`src/rtl/seg7_value_display_pkg.sv`:
```
// Shared constants for the value display: segment codes (active-low g..a)
// and the binary-to-BCD converter state encoding.
package seg7_value_display_pkg;

    typedef enum logic [1:0] {
        ST_IDLE  = 2'd0,
        ST_SHIFT = 2'd1,
        ST_DONE  = 2'd2
    } conv_state_t;

    localparam logic [6:0] SEG_0     = 7'b1000000;
    localparam logic [6:0] SEG_1     = 7'b1111001;
    localparam logic [6:0] SEG_2     = 7'b0100100;
    localparam logic [6:0] SEG_3     = 7'b0110000;
    localparam logic [6:0] SEG_4     = 7'b0011001;
    localparam logic [6:0] SEG_5     = 7'b0010010;
    localparam logic [6:0] SEG_6     = 7'b0000010;
    localparam logic [6:0] SEG_7     = 7'b1111000;
    localparam logic [6:0] SEG_8     = 7'b0000000;
    localparam logic [6:0] SEG_9     = 7'b0010000;
    localparam logic [6:0] SEG_BLANK = 7'b1111111;

    function automatic logic [6:0] seg_code(input logic [3:0] d);
        case (d)
            4'd0:    return SEG_0;
            4'd1:    return SEG_1;
            4'd2:    return SEG_2;
            4'd3:    return SEG_3;
            4'd4:    return SEG_4;
            4'd5:    return SEG_5;
            4'd6:    return SEG_6;
            4'd7:    return SEG_7;
            4'd8:    return SEG_8;
            4'd9:    return SEG_9;
            default: return SEG_BLANK;
        endcase
    endfunction

endpackage

```
`src/rtl/seg7_value_display_bin2bcd8.sv`:
```
// Sequential 8-bit binary to 3-digit BCD converter (shift-add-3, 8 steps).
// bcd = {hundreds[1:0], tens[3:0], ones[3:0]}, final while done is high.
module bin2bcd8
    import seg7_value_display_pkg::*;
(
    input  logic       clk,
    input  logic       reset,
    input  logic       start,
    input  logic [7:0] bin,
    output logic       busy,
    output logic       done,
    output logic [9:0] bcd
);

    conv_state_t state, state_nxt;
    logic [17:0] sr;      // {hundreds, tens, ones, remaining binary}
    logic [17:0] sr_step;
    logic [2:0]  cnt;

    always_comb begin
        sr_step = sr;
        if (sr_step[11:8] >= 4'd5)  sr_step[11:8]  = sr_step[11:8] + 4'd3;
        if (sr_step[15:12] >= 4'd5) sr_step[15:12] = sr_step[15:12] + 4'd3;
        sr_step = sr_step << 1;
    end

    always_ff @(posedge clk or posedge reset) begin
        if (reset) begin
            state <= ST_IDLE;
            sr    <= '0;
            cnt   <= '0;
        end else begin
            state <= state_nxt;
            case (state)
                ST_IDLE: if (start) begin
                    sr  <= {10'd0, bin};
                    cnt <= '0;
                end
                ST_SHIFT: begin
                    sr  <= sr_step;
                    cnt <= cnt + 3'd1;
                end
                default: ;
            endcase
        end
    end

    always_comb begin
        state_nxt = state;
        busy      = 1'b1;
        done      = 1'b0;
        case (state)
            ST_IDLE: begin
                busy = 1'b0;
                if (start) state_nxt = ST_SHIFT;
            end
            ST_SHIFT: if (cnt == 3'd7) state_nxt = ST_DONE;
            ST_DONE: begin
                done      = 1'b1;
                state_nxt = ST_IDLE;
            end
            default: state_nxt = ST_IDLE;
        endcase
    end

    assign bcd = sr[17:8];

endmodule

```
`src/rtl/seg7_value_display.sv`:
```
// Shows value8 (0..255) in decimal on a 4-digit multiplexed 7-segment display;
// conversion runs whenever value8 differs from the last converted value.
module seg7_value_display
    import seg7_value_display_pkg::*;
#(
    parameter int DIV_BITS = 16
) (
    input  logic       clk,
    input  logic       reset,
    input  logic [7:0] value8,
    output logic [3:0] an,
    output logic [6:0] seg,
    output logic       dp,
    output logic       conv_busy
);

    logic [7:0]          last_value;
    logic [9:0]          disp_bcd;
    logic [DIV_BITS-1:0] scan_cnt;
    logic [1:0]          sel;
    logic                start, busy, done;
    logic [9:0]          bcd;
    logic [6:0]          digit_seg;
    logic [1:0]          hundreds;
    logic [3:0]          tens, ones;

    assign start = (value8 != last_value) && !busy;

    bin2bcd8 u_conv (
        .clk   (clk),
        .reset (reset),
        .start (start),
        .bin   (value8),
        .busy  (busy),
        .done  (done),
        .bcd   (bcd)
    );

    assign hundreds = disp_bcd[9:8];
    assign tens     = disp_bcd[7:4];
    assign ones     = disp_bcd[3:0];
    assign sel      = scan_cnt[DIV_BITS-1 -: 2];

    // Leading-zero blanking: tens only lit once the value reaches 10.
    always_comb begin
        digit_seg = SEG_BLANK;
        case (sel)
            2'd0: digit_seg = seg_code(ones);
            2'd1: if (hundreds != 2'd0 || tens != 4'd0) digit_seg = seg_code(tens);
            2'd2: if (hundreds != 2'd0) digit_seg = seg_code({2'b00, hundreds});
            default: digit_seg = SEG_BLANK;
        endcase
    end

    always_ff @(posedge clk or posedge reset) begin
        if (reset) begin
            last_value <= '0;
            disp_bcd   <= '0;
            scan_cnt   <= '0;
            an         <= 4'b1111;
            seg        <= SEG_BLANK;
        end else begin
            scan_cnt <= scan_cnt + 1'b1;
            if (start) last_value <= value8;
            if (done)  disp_bcd   <= bcd;
            an  <= ~(4'b0001 << sel);
            seg <= digit_seg;
        end
    end

    assign dp        = 1'b1;
    assign conv_busy = busy;

endmodule

```
`config.mk`:
```
export PLATFORM = sky130hd
export DESIGN_NAME = seg7_value_display
export DESIGN_NICKNAME = d
export VERILOG_FILES = /design/src/rtl/seg7_value_display_pkg.sv /design/src/rtl/seg7_value_display_bin2bcd8.sv /design/src/rtl/seg7_value_display.sv
export SDC_FILE = /design/constraint.sdc
export NUM_CORES = 1
export LEC_CHECK = 0
export BUFFER_PORTS_ARGS = -buffer_cell sky130_fd_sc_hd__buf_2
export CORE_MARGIN = 5
export CORE_UTILIZATION = 31
export CTS_CLUSTER_SIZE = 30
export DETAILED_ROUTE_END_ITERATION = 10
export PLACE_DENSITY = 0.55
export SLEW_MARGIN = 10
export SYNTH_ARGS = -nofsm -noshare
export SYNTH_HDL_FRONTEND = slang
export SYNTH_HIERARCHICAL = 1
export SYNTH_SLANG_ARGS = --single-unit
```
`constraint.sdc`:
```
create_clock -name clk -period 2.7 [get_ports clk]
set_input_delay 0.135 -clock clk [delete_from_list [all_inputs] [get_ports clk]]
set_output_delay 0.135 -clock clk [all_outputs]
set_load 0.01 [all_outputs]
```
==> impl_metrics.toml, run 1 <==
[status]
status = "finished clean"

[global_routing]
first_global_vias = 2402
grt.overflow.total = 0
antenna_found_initial = 0
grt_max_degree = 31
grt_usage_pct = 10.4
grt_pass1_wl_um = 11300

[critical_path]
critPathTopFamily = "flip-flops"
critPathCaptureType = "register"
critical_path_class = "register to register"
critPathSlowestCell = "dfrtp_1"
worstPathRequired_ns = 2.90
critPathArrivalTime_ns = 1.98
crit_chain = "or2_2 -> a21oi_2 -> buf_4 -> mux2_2"
cp_slowest_stage_delay_ns = 0.50
crit_fanout = 14
critical_path_buf_inv_count = 1
startpoint_type = "register"

[finish]
diodes = 0
syn_to_final_growth_pct = 13.7
drive_gt1_share_pct = 19.1
final_cells = 501
final_common_cell = "dfrtp_1"
fill_cells = 1106
num-nets-final = 384
final_cell_mix = "dfrtp_1 (57), nand2_1 (36), o21ai_0 (24)"

[floorplanning]
pin_count = 23
die_h_um = 116
die_area_sq_um = 13500
placementRows = 38
core_area_sq_um = 11000
chipWidth_um = 116
initial_core_util_pct = 32.0

[route]
vias_per_cell = 4.77
drtIter0Drc = 88
via_count = 2391
drc_errors = 0
ant_nets = 0
drt-total-wl_um = 6370
first_pass_iters = 5
wl_per_cell_um = 12.7

[sta]
fin_skew_ns = 0.00730
min_period_ns = 1.78
rsz0062_at_grt = "no"
slew_headroom_pct = 28.5
slew_violations = 0
tightestPinTransition_ns = 1.07
clock.fmax_ghz = 0.562
tns_ns = 0
hold_violations = 0
fin_crit_sh_pct = 65.9
setup_viol = 0

[clocking]
numCtsBuffers = 9
clock_path_buffers = 2
clock-sinks = 68
post_cts_buffers = 0
clockRootBuffer = "clkbuf_16"
cts_tree = "built"
clk_pin_slew_ns = 0.06
clock_latency_ns = 0.32
htreeDepth = 3

[logic_synthesis]
yosysWarnings = 6
ys_seq_area_share_pct = 48.9
synth-seq-cells = 68
ys.flop_type = "dfrtp_1"
netlist_area_sq_um = 3510
netlist_instances = 342
async_reset_ff_share_pct = 100
ys_types = 47
synth_nets = 370
synth.avg_cell_area_sq_um = 10.3
synth-edff-count = 0

[place]
hpwlAfterDp_um = 4540
gp_congestion = 0.828
portBuffers = 21
dp_cells = 484

[pwr]
p_leak_uw = 0.00179
power.internal_uw = 2830
p_switching_uw = 1470
switching_share_pct = 34.2
p_comb_share_pct = 34.8
clkPwrFrac_pct = 27.1
pwr-share-seq_pct = 38.1
ir_worst_vdd_mv = 0.384
power-per-cell-area_nw_per_um2 = 1080

[run]
drv_cap = 0

[min_path]
hold_path.class = "input pin to register"
## per-stage QoR
step                      power [uW]  setup WS [ns]  area, sq um  hold WS (ns)  util [%]
after CTS                       4360          0.905         3990        0.0787      36.3
after detailed placement        3160          0.900         3680         0.328      33.5
after global routing            4670          0.755         3990        0.0798      36.3
final                           4300          0.920         3990        0.0904      36.3
after floorplan                 2890          0.571         3510         0.137         -
after global placement          3120          0.923         3680         0.321      33.5
## timing repair
| action | CTS | global route |
|---|---|---|
| gates resized for setup | 0 | 0 |
| hold buffers | 1 | 0 |
| endpoints found under the hold margin | 29 | 0 |
## worst register-to-register path, cell delays in order, from the launching register on
cell     delay [ns]
dfrtp_1        0.50
or2_2          0.37
a21oi_2        0.20
buf_4          0.24
mux2_2         0.35
## synth_stat cells, types with 2 or more instances
cell	instances	area, sq um
o31ai_1	2	15.0
and3_1	2	12.5
o21ai_0	24	120
buf_2	2	10.0
nand3_1	7	35.0
buf_4	14	105
inv_1	24	90.1
or2_2	3	18.8
ha_1	18	225
clkbuf_1	7	26.3
dfrtp_1	57	1430
nor2_1	9	33.8
o221ai_1	5	43.8
o21a_1	3	22.5
a21oi_1	19	95.1
a21o_1	3	22.5
nand2_1	36	135
nand2b_1	9	56.3
a22o_1	4	35.0
xnor2_1	11	96.3
and3b_1	7	61.3
o211ai_1	7	52.6
dfstp_2	11	289
o2111ai_1	4	35.0
xor2_1	13	114
nor4_1	3	18.8
o22ai_1	2	12.5
mux2_2	11	124
nor3_1	4	20.0
nor2b_1	4	25.0
## final timing paths
kind	start	to	slack, ns	cells after the start
worst max register to register	u_conv/state[1]	last_value[7]	0.92	4
worst min-delay path	value8[0]	last_value[0]	0.09	2
worst min register to register	scan_cnt[10]	scan_cnt[10]	0.47	1
worst max-delay path	u_conv/state[1]	last_value[7]	0.92	4
min in group asynchronous	reset	last_value[0]	0.50	3
max in group asynchronous	reset	seg[0]	1.43	4
## kinds of logic (layout without fill, tap and decap cells)
family	count (synthesis)	count (layout)	share of synthesized area [%]
DFF	68	68	48.9
buffers and inverters	48	67	6.74
xor gates and xnor gates	24	24	5.99
other	1	1	0.107
adders and majority gates	18	18	6.42
and+or+nand+nor	92	92	13.7
AOI/OAI and AO/OA	80	80	14.6
muxes	11	11	3.53
## power by group through the flow
| stage | combinational, uW | clock, uW | sequential (uW) |
|---|---|---|---|
| floorplan | 1320 | 0 | 1570 |
| global placement | 1480 | 0 | 1650 |
| detailed placement | 1510 | 0 | 1660 |
| CTS | 1520 | 1200 | 1640 |
| global route | 1720 | 1260 | 1690 |
| finish | 1500 | 1170 | 1640 |
## state kept, by name (all words and copies together) (netlist names)
name / count
last_value: 8
seg: 7
u_conv/cnt: 3
disp_bcd: 10
an: 4
u_conv/sr: 18
u_conv/state: 2
scan_cnt: 16
## routing by layer
metal | global-route usage [%] | vias up | part of all wire [%]
met4 | 2.55 | 0 | 0.44
met5 | 0 | - | 0
met2 | 16.3 | 45 | 45
met3 | 3.73 | 2 | 4.9
li1 | - | 1190 | -
met1 | 13.6 | 1154 | 49
## final cells by class
type | count | area [sq um] | share of cell area, %
multi-input cells | 226 | 1560 | 39.0
repair buffers | 27 | 153 | 3.83
clock inverters | 2 | 35.0 | 0.878
inverters | 24 | 90.1 | 2.26
clock buffers | 14 | 264 | 6.62
flip-flops and latches | 68 | 1720 | 43.0
well taps | 140 | 175 | 4.39
No activity file was read; power rests on OpenSTA's default activity.
==> run 2, diff against run 1 <==
ABC_AREA = 1   (was unset)
clock period = 1.8 ns   (was 2.7 ns; I/O delays follow)
==> run 2 against run 1 <==
  * Clock power grew 45%
  * First-iteration DRC count grew 100%
  * Maximum frequency grew 15%
  * Critical endpoint is now u_conv/sr[7]
  * Worst hold slack lost 0.045 ns
  * Design area grew 4.3%
  * Clock skew shrank 0.00076 ns
  * Global-route usage grew 0.067 points
  * Count of clock-buffer cells in the layout grew 2
  * Critical path depth grew 6
  * Sequential power grew 49%
  * Cell count grew 19%
==> impl_metrics.toml, run 2 <==
[critical_path]
critPathSlowestCell = "dfrtp_1"
critPathArrivalTime_ns = 1.80
crit_start = "last_value[6]"
worstPathRequired_ns = 2.05
critPathCaptureType = "register"
critPathTopFamily = "simple AND/OR/NAND/NOR gates"
rr_worst_depth = 10
r2r_slack_ns = 0.25
reg2reg_to = "u_conv/sr[7]"
r2r_start = "last_value[6]"
critical_path_buf_inv_count = 2
crit_chain = "xnor2_1 -> nand2_1 -> nor2_1 -> nand2_2 -> nand2_2 -> inv_1 -> o21ai_4 -> buf_4 -> nand2_1 -> o21ai_1"
cp_slowest_stage_delay_ns = 0.40
critical_path_class = "register to register"
critPathCapture = "u_conv/sr[7]"
cp.depth = 10
crit_fanout = 9
startpoint_type = "register"

[floorplanning]
core_area_sq_um = 11500
die_area_sq_um = 14000
pin_count = 23
placementRows = 39
chipWidth_um = 119
die_h_um = 119
initial_core_util_pct = 31.8

[route]
drt-total-wl_um = 6820
wl_per_cell_um = 11.4
first_pass_iters = 4
drtIter0Drc = 177
via_count = 2739
drc_errors = 0
vias_per_cell = 4.59
ant_nets = 0

[place]
hpwlAfterDp_um = 4930
dp_worst_setup_slack_ns = 0.164
portBuffers = 21
dp_cells = 579
gp_congestion = 0.794

[logic_synthesis]
netlist_area_sq_um = 3650
ys_seq_area_share_pct = 47.0
ys_types = 38
synth.avg_cell_area_sq_um = 8.59
synth-edff-count = 0
async_reset_ff_share_pct = 100
yosys.area.top_type = "dfrtp_1"
netlist_instances = 425
netlist.area_leader.share_pct = 39.1
synth_nets = 453
netlist_top_cells_count = "nand2_1 (116), dfrtp_1 (57), inv_1 (38), nand3_1 (32), o21ai_0 (29)"
yosysWarnings = 6
synth.area.top_cells = "dfrtp_1 (39%), nand2_1 (12%), dfstp_2 (7.9%)"
yosysMostFrequentCell = "nand2_1"
ys.flop_type = "dfrtp_1"
synth-seq-cells = 68

[finish]
regMostFlops = "u_conv/sr"
multiInputGateArea_sq_um = 1620
fill_cells = 1170
final_common_cell = "nand2_1"
drive_gt1_share_pct = 17.6
final_cells = 597
final_cell_mix = "nand2_1 (116), dfrtp_1 (57), inv_1 (37)"
diodes = 0
syn_to_final_growth_pct = 14.0
largest_register_ffs = 18
num-nets-final = 477
top_regs = "u_conv/sr: 18 flops, scan_cnt: 16 flops, disp_bcd: 10 flops"
register_area_sq_um = 1720

[global_routing]
antenna_found_initial = 0
grt_max_degree = 46
grt_pass1_wl_um = 12300
first_global_vias = 2680
grt.overflow.total = 0
grt_usage_pct = 10.4

[sta]
clock.fmax_ghz = 0.646
worst_slack_ns = 0.251
hold_violations = 0
slew_violations = 0
setup_viol = 0
fin_skew_ns = 0.00654
tightestPinTransition_ns = 0.556
slew_headroom_pct = 62.9
hold_slack_ns = 0.0454
min_period_ns = 1.55
rsz0062_at_grt = "no"
fin_crit_sh_pct = 86.1
tns_ns = 0

[clocking]
cts_tree = "built"
numCtsBuffers = 9
clock_path_buffers = 2
clock-sinks = 68
clock_latency_ns = 0.33
clockRootBuffer = "clkbuf_16"
htreeDepth = 3
clk_pin_slew_ns = 0.05

[run]
drv_cap = 0

[pwr]
total_power_uw = 6690
p_leak_uw = 0.00204
ir_worst_vdd_mv = 0.689
power-per-cell-area_nw_per_um2 = 1610

[status]
status = "finished clean"

[min_path]
hold_path.class = "input pin to register"
## run 2: changes by cell type after synthesis, moves of 14 or more
cell	delta
a21oi_1	-15
nand2_1	+80
inv_1	+14
nand3_1	+25
nor2_1	+19
## run 2: layout make-up
| type | count | area share, % |
|---|---|---|
| Sequential cell | 68 | 41.2 |
| Multi-Input combinational cell | 294 | 38.9 |
| Clock buffer | 16 | 7.04 |
| Timing Repair Buffer | 31 | 4.39 |
| Tap cell | 143 | 4.30 |
| Inverter | 45 | 4.18 |
## run 2: cells by family after synthesis
logic type	count (synthesis)	synth area share (%)
xor gates and xnor gates	17	4.08
AOI/OAI and AO/OA	58	9.66
buffers and inverters	63	8.84
adders and majority gates	18	6.17
DFF	68	47.0
and+or+nand+nor	200	24.2
other	1	0.103
## run 2: power breakdown
| group | leakage [uW] | internal [uW] | switching [uW] |
|---|---|---|---|
| Clock | 0.000142 | 1090 | 608 |
| Sequential | 0.000839 | 2080 | 364 |
| Combinational | 0.00105 | 986 | 1570 |
## run 2: how the worst min path moves through the flow
stage,start,to,slack [ns],cells past startpoint
final,value8[0],u_conv/sr[0],0.05,3
after global routing,value8[0],u_conv/sr[0],0.05,3
after detailed placement,reset,u_conv/sr[5],0.16,3
after floorplan,reset,u_conv/cnt[0],0.09,1
after CTS,value8[0],u_conv/sr[0],0.03,3
after global placement,reset,u_conv/sr[4],0.16,3
## run 2: per-stage QoR
stage | instance area, sq um | utilization [%]
detailed placement | 3850 | 33.5
finish | 4160 | 36.3
CTS | 4150 | 36.2
global route | 4160 | 36.3
floorplan | 3650 | -
global placement | 3850 | 33.5
## run 2: what timing repair did
action,CTS,global route
setup endpoints to repair,0,12
buffers inserted,0,1
resized for setup,0,1
hold endpoints to repair,57,0
hold buffers,1,0
## run 2: metal layers
metal | up-vias | global-route usage (%) | wire [um]
met5 | - | 0 | 0
met3 | 12 | 4.01 | 292
met2 | 31 | 16.3 | 3000
li1 | 1401 | - | -
met1 | 1295 | 13.6 | 3450
met4 | 0 | 2.55 | 73
## run 2: tightest hold or removal path: stages
cell,delay [ns]
buf_2,0.12
nand3_1,0.07
nand2_1,0.05
